--- config.mk ---
export PLATFORM = sky130hd
export DESIGN_NAME = pc_fetch
export DESIGN_NICKNAME = d
export VERILOG_FILES = /design/src/rtl/pc_fetch.sv
export SDC_FILE = /design/constraint.sdc
export NUM_CORES = 1
export LEC_CHECK = 0
export CAP_MARGIN = 0
export CORE_MARGIN = 3
export CORE_UTILIZATION = 37
export CTS_BUF_LIST = sky130_fd_sc_hd__clkbuf_4
export DETAILED_ROUTE_END_ITERATION = 10
export PLACE_DENSITY_LB_ADDON = 0.05
export SLEW_MARGIN = 20
export SYNTH_ARGS = -nofsm -noshare
export SYNTH_HDL_FRONTEND = slang
export SYNTH_SLANG_ARGS = --single-unit
export TNS_END_PERCENT = 10
--- constraint.sdc ---
create_clock -name clk -period 2.7 [get_ports clk]
set_input_delay 0.54 -clock clk [delete_from_list [all_inputs] [get_ports clk]]
set_output_delay 0.54 -clock clk [all_outputs]
set_load 0.05 [all_outputs]
--- src/rtl/pc_fetch.sv ---
// Instruction fetch unit: PC sequencing, redirect handling and imem request FSM.
// Optional `PC_ALIGN_CHECK_EN builds a sticky misaligned register-target flag.
module pc_fetch #(
   parameter logic [31:0] RESET_PC = 32'h0000_0000
) (
   input  logic        clk,
   input  logic        rst_n,
   input  logic        stall,
   input  logic [1:0]  Jump_sel,
   input  logic [31:0] br_pc4,
   input  logic [15:0] br_imm,
   input  logic [25:0] j_target,
   input  logic [31:0] rs_val,
   output logic        imem_req,
   output logic [31:0] imem_addr,
   input  logic        imem_ready,
   input  logic [31:0] imem_rdata,
   output logic [31:0] if_instr,
   output logic [31:0] if_pc4,
   output logic        if_valid,
   output logic        flush,
   output logic        misalign_err
);

   typedef enum logic [1:0] {IDLE, REQ, DRAIN, HOLD} state_t;

   state_t      state_q;
   logic        req_q;
   logic [31:0] pc_q;
   logic [31:0] addr_q;
   logic [31:0] instr_q;
   logic [31:0] pc4_q;
   logic        valid_q;

   logic        redir;
   logic        xfer;
   logic [31:0] target_d;
   logic [31:0] next_pc_d;

   assign redir = (Jump_sel != 2'b00) && !stall;
   assign xfer  = req_q && imem_ready;

   always_comb begin
      target_d = pc_q;
      case (Jump_sel)
         2'b01:   target_d = br_pc4 + {{14{br_imm[15]}}, br_imm, 2'b00};
         2'b10:   target_d = {br_pc4[31:28], j_target, 2'b00};
         2'b11:   target_d = rs_val & 32'hFFFF_FFFC;
         default: target_d = pc_q;
      endcase
   end

   assign next_pc_d = redir ? target_d : pc_q;

   // Outstanding request in DRAIN keeps its old address; pc_q holds the pending target.
   always_ff @(posedge clk or negedge rst_n) begin
      if (!rst_n) begin
         state_q <= IDLE;
         req_q   <= 1'b0;
         pc_q    <= RESET_PC;
         addr_q  <= RESET_PC;
         instr_q <= 32'h0;
         pc4_q   <= 32'h0;
         valid_q <= 1'b0;
      end else begin
         case (state_q)
            IDLE: begin
               state_q <= REQ;
               req_q   <= 1'b1;
               pc_q    <= next_pc_d;
               addr_q  <= next_pc_d;
            end
            REQ: begin
               if (redir) begin
                  pc_q    <= target_d;
                  valid_q <= 1'b0;
                  if (xfer) begin
                     addr_q <= target_d;
                  end else begin
                     state_q <= DRAIN;
                  end
               end else if (xfer) begin
                  instr_q <= imem_rdata;
                  pc4_q   <= addr_q + 32'd4;
                  valid_q <= 1'b1;
                  pc_q    <= pc_q + 32'd4;
                  addr_q  <= pc_q + 32'd4;
                  if (stall) begin
                     state_q <= HOLD;
                     req_q   <= 1'b0;
                  end
               end else if (!stall) begin
                  valid_q <= 1'b0;
               end
            end
            DRAIN: begin
               pc_q <= next_pc_d;
               if (redir) begin
                  valid_q <= 1'b0;
               end
               if (xfer) begin
                  state_q <= REQ;
                  addr_q  <= next_pc_d;
               end
            end
            HOLD: begin
               if (!stall) begin
                  state_q <= REQ;
                  req_q   <= 1'b1;
                  valid_q <= 1'b0;
                  pc_q    <= next_pc_d;
                  addr_q  <= next_pc_d;
               end
            end
            default: begin
               state_q <= IDLE;
               req_q   <= 1'b0;
            end
         endcase
      end
   end

`ifdef PC_ALIGN_CHECK_EN
   logic misalign_q;

   always_ff @(posedge clk or negedge rst_n) begin
      if (!rst_n) begin
         misalign_q <= 1'b0;
      end else if (redir && (Jump_sel == 2'b11) && (rs_val[1:0] != 2'b00)) begin
         misalign_q <= 1'b1;
      end
   end

   assign misalign_err = misalign_q;
`else
   assign misalign_err = 1'b0;
`endif

   assign imem_req  = req_q;
   assign imem_addr = addr_q;
   assign if_instr  = instr_q;
   assign if_pc4    = pc4_q;
   assign if_valid  = valid_q;
   assign flush     = redir && rst_n;

endmodule

# ---- Word level (Yosys, flattened, before mapping)
# Cells that the tools add are included.
dict set report classes {
  add_sub_neg 3
  eq_ne 15
  mux 27
  bitwise_logic 1
  reduce_logical 15
}
# cell count
set ops {}
lappend ops {{$mux 32} 7}
lappend ops {{$pmux 32 s3} 2}
lappend ops {{$pmux 32 s4} 1}
lappend ops {{$add 32x3->32 const B} 2}
lappend ops {{$add 32x32->32} 1}
lappend ops {{$mux 2} 6}
lappend ops {{$ne 2x2->1 const B} 6}
lappend ops {{$reduce_and 5->1} 2}
lappend ops {{$ne 3x3->1 const B} 3}
lappend ops {{$eq 2x2->1 const B} 4}
lappend ops {{$mux 1} 8}
lappend ops {{$pmux 2 s4} 1}
lappend ops {{$pmux 1 s3} 2}
lappend ops {{$reduce_and 3->1} 2}
lappend ops {{$reduce_bool 3->1} 2}
lappend ops {{$eq 2x1->1 const B} 2}
lappend ops {{$reduce_and 2->1} 2}
lappend ops {{$logic_and 1x1->1} 3}
lappend ops {{$logic_not 2->1} 1}
lappend ops {{$reduce_bool 2->1} 1}
lappend ops {{$reduce_or 2->1} 1}
lappend ops {{$logic_not 1->1} 1}
lappend ops {{$not 1->1} 1}
dict set report totals {
  ff_bits 132
  output_inout_bits 100
}

# ---- Longest topological paths before layout
dict set report logic_depth {
  word_depth 5
  mapped_depth 11
  depth_no_buf 11
}

# ---- Worst setup path after synthesis
# Ideal clock, no wire load.
dict set report synth_timing {
  kind {input-to-reg}
  startpoint {input br_pc4[2]}
  endpoint {register pc_q[12]}
  setup_time_ns 0.125
  arrival_ns 2.607
  required_time_ns 2.575
  path_slack_ns -0.031
  path_stages 11
  path_buffers 0
  cell_sequence {ha_1 inv_1 fa_1 nor2b_1 o31ai_4 a211oi_1 nor2_1 xnor2_1 o31a_1 a2bb2oi_1 mux2_2}
}
dict set report synth_between {
  elab_chain_cells 5
  elab_cells_between_ends 6
  classes_between {add/sub (1); mux (5)}
}
# item line_no
set synth_lines {}
lappend synth_lines {{start: declaration} 10} ;# input logic [31:0] br_pc4,
lappend synth_lines {{$add 32x32->32 (*)} 46} ;# 2'b01: target_d = br_pc4 + {{14{br_imm[15]}}, br_imm, 2'b00};
lappend synth_lines {{$pmux 32 s3 (*)} 45} ;# case (Jump_sel)
lappend synth_lines {{$mux 32} 53} ;# assign next_pc_d = redir ? target_d : pc_q;
lappend synth_lines {{$mux 32} 107} ;# if (!stall) begin
lappend synth_lines {{$pmux 32 s3 (*)} 66} ;# case (state_q)
lappend synth_lines {{end signal: assignment} 70} ;# pc_q <= next_pc_d;
lappend synth_lines {{end signal: assignment} 75} ;# pc_q <= target_d;
lappend synth_lines {{end signal: assignment} 111} ;# pc_q <= next_pc_d;
lappend synth_lines {{end: declaration} 29} ;# logic [31:0] pc_q;
# Mark *: on every way between the ends. The rest lies on a longest branch, timed or not. The select of a mux whose other input is x is not followed.
# A chain may end at the register's enable or synchronous reset.

# ---- Worst setup path in the final report
dict set report layout_timing {
  startpoint {input br_pc4[3]}
  endpoint {register pc_q[28]}
}
# Same word-level chain as after synthesis.

==> results by group <==
Outcome
  – Outcome: finished clean

STA
  – RSZ-0062 raised after global routing: yes
  – Setup violations, final: 0
  – Pins Over Slew Limit: 0
  – Final setup margin: 0.1023 ns
  – Fin crit share: 96.21%
  – Max-slew headroom: 52.47%
  – Final hold violation count: 0
  – Final Skew: ~0.026 ns
  – Fmax: ~380 MHz
  – Least-Margin Pin Slew: 0.7130 ns
  – Min cycle time layout: around 2.6 ns

Yosys
  – Cell taking the most area after synthesis: dfrtp_1
  – Ys Warns: 0
  – Syn Nets: 1229
  – Synth Register Bits: 132
  – Post-synth cell types: 76
  – Async S/R FF share, synth: 100.0%
  – Main synth FF type: dfrtp_1
  – Cell with the most instances after synthesis: nand2_1
  – Seq/Total Area, Yosys: 37.83%
  – Synth cell count leaders: 247 x nand2_1, 132 x dfrtp_1, 88 x o21ai_0
  – Share of the synthesized area in the top cell type: 37.83%
  – Syn Area/Cell: 8.293 sq um
  – Number of synthesized flops with an enable pin: 0
  – Post-Synthesis Cells: 1053
  – Synthesized cell area: 8732 sq um
  – Cells taking the most area after synthesis: dfrtp_1 38%, nand2_1 11%, o21ai_0 5.0%

Clock network
  – Reg clk slew, reported paths: 0.13 ns
  – Clk sink count: roughly 130
  – Cts bufs inserted: 17
  – H-tree depth: 4
  – Clock tree buffer depth: 2
  – CTS Root Cell: clkbuf_4
  – CTS Hold Bufs: 0
  – CTS tree: yes
  – Clock latency on the worst-skew pair: around 0.55 ns

Route
  – Detail-routed via count per cell: ~5
  – Initial DRT Pass Iterations: 5
  – WL/cell: 15.39 microns
  – WL final: between 20000 and 30000 microns
  – DRT antenna net count: 0
  – Number of DRC markers in iteration 0: 401
  – Residual DRC count: 0
  – Vias: 8559

Pwr
  – Total leakage power: 5.625 nW
  – Power Density: 980.7 nW/um^2
  – Switch Pwr: 6.268 mW
  – Final Power: 12.58 mW
  – VDD IR-drop max: roughly 0.00046 V
  – Reg power frac: between 30% and 40%
  – Share of total power in combinational logic: 59.3%
  – Switching share of power: 49.84%
  – Clock power share: 10.5%
  – P_int: between 6 and 7 mW

Job
  – Max cap viols: 0

Die
  – Core Area: 22920 sq um
  – DIE HEIGHT: 159.6 microns
  – Die extent in x: 159.6 microns
  – Die area: about 25000 sq um
  – I/O pin count: 244
  – Row cnt: 55
  – Initial Util: 38.11%

Placement
  – Port Buf Inserts: 240
  – Detailed placer's ending HPWL: 21020 microns
  – Routability-driven placement congestion ratio: 0.9270
  – Place WS: -0.6971 ns

Critical path
  – Max FO, Critical Path: 4
  – Critical path class: in2reg
  – Critical-path cell list: clkdlybuf4s50_1 > inv_1 > fa_2 > nor2b_4 > o31ai_4 > a211oi_2 > nand4bb_4 > nand4_2 > a211o_1 > a32o_2 > a21oi_2
  – CP Data Required Time: between 3 and 4 ns
  – Slowest cell on crit path: clkdlybuf4s50_1
  – Critical Path AT: 3.08 ns
  – Max incr delay on CP: between 0.4 and 0.5 ns
  – FF-to-FF path depth: 8
  – Setup crit end kind: flip-flop
  – Startpoint type of the worst setup path: input pin
  – Reg-to-reg startpoint: pc_q[5]
  – Reg2Reg Setup Slack: between 0.3 and 0.4 ns
  – Reg2reg end: pc_q[25]

Final layout
  – Fillers: roughly 2.2k
  – Utilization after layout: between 50% and 60%
  – Share of layout cells above drive strength 1: 16.68%
  – Nets: 1566
  – Area grow syn2layout: 46.85%

GRT
  – Vias in the first global route: 8058
  – Initial antenna violation count: 1
  – Global-route wire length before repair: 42490 microns
  – Global Route Usage Sum: between 20% and 30%
  – Largest net degree at the start of global routing: 133
  – Global route total overflow: 0

Min path
  – Min-Delay Path Class: in2async
## cell type report
type,count,area (sq um),share of cell area [%]
Multi-Input combinational cell,847,5259,41.01
Clock inverter,13,132.6,1.034
Timing Repair Buffer,379,3543,27.63
Sequential cell,132,3303,25.76
Inverter,13,48.80,0.3805
Clock buffer,19,142.6,1.112
Tap cell,313,391.6,3.054
Antenna cell,1,2.502,0.01951
## stage by stage
step / std cells / TNS [ns] / cell area, sq um / hold slack, ns
floorplan: 1053 / 0 / 8735 / 0.2444
global placement: 1681 / -21.42 / 12420 / 0.4562
detailed placement: 1681 / -23.47 / 12420 / 0.4608
CTS: 1713 / 0 / 12700 / 0.09040
global route: 1717 / -0.003488 / 12820 / 0.08361
finish: 1717 / 0 / 12820 / 0.06014
## state kept, by name, summed over array words and instances (netlist names)
signal	flops
if_pc4	32
state_q	2
pc_q	32
if_instr	32
imem_addr	32
if_valid	1
imem_req	1
## kinds of logic after synthesis
logic type,Yosys count,synth area share (%)
and+or+nand+nor,445,23.21
muxes,29,3.525
xor gates and xnor gates,76,7.623
buffers and inverters,74,3.468
adders and majority gates,32,4.671
DFF,132,37.83
other,1,0.04294
AOI/OAI and AO/OA,264,19.63
## worst max path at each step
stage,start,endpoint,slack [ns],depth (start not counted)
after floorplan,br_pc4[2],pc_q[12],0.02,11
after global placement,br_pc4[2],pc_q[22],-0.66,13
after detailed placement,br_imm[15],pc_q[26],-0.70,11
after CTS,br_pc4[2],imem_addr[28],0.04,12
after global routing,br_imm[15],imem_addr[29],-0.003,13
final,br_pc4[3],pc_q[28],0.10,11
## worst max-delay path: cells and delay by family
| family | cells | cell delay [ns] |
|---|---|---|
| adders and majority gates | 1 | 0.42 |
| buffers and inverters | 2 | 0.54 |
| AOI/OAI and AO/OA | 5 | 1.07 |
| and+or+nand+nor | 3 | 0.49 |
## cell usage in the layout, fill, tap and decap left out, types with 12 or more instances in the layout
master             n
nand2_1          247
clkdlybuf4s50_1  234
dfrtp_1          132
buf_4            132
o21ai_0           86
nor2_1            75
a21oi_1           54
xnor2_1           40
xor2_1            35
ha_1              30
and3_1            22
nand3_1           21
clkbuf_4          19
nand4_1           16
mux2i_1           15
mux2_2            14
inv_1             12
## power by group through the flow
| stage | clock, mW | combinational, mW | sequential [mW] |
|---|---|---|---|
| 4_1_cts | 1.38 | 7.45 | 3.80 |
| 3_5_place_dp | 0 | 7.44 | 3.84 |
| 6_report | 1.33 | 7.45 | 3.80 |
| 2_1_floorplan | 0 | 2.39 | 6.03 |
| 3_3_place_gp | 0 | 7.39 | 3.80 |
| 5_1_grt | 1.46 | 7.99 | 3.95 |
## timing repair
item / in CTS / in global routing
endpoints found under the hold margin: 0 / 0
setup buffers: 0 / 3
endpoints found under the setup margin: 12 / 20
gates resized for setup: 5 / 21
pin swaps: 1 / 19
gates cloned: 0 / 0
## per-layer routing
layer,vias up,GRT usage [%],share of wire (%)
li1,4391,-,-
met4,0,5.850,1.2
met1,3872,29.52,49
met3,24,3.839,6.6
met5,-,0,0
met2,272,30.80,43
Power figures use the tool's default switching activity.
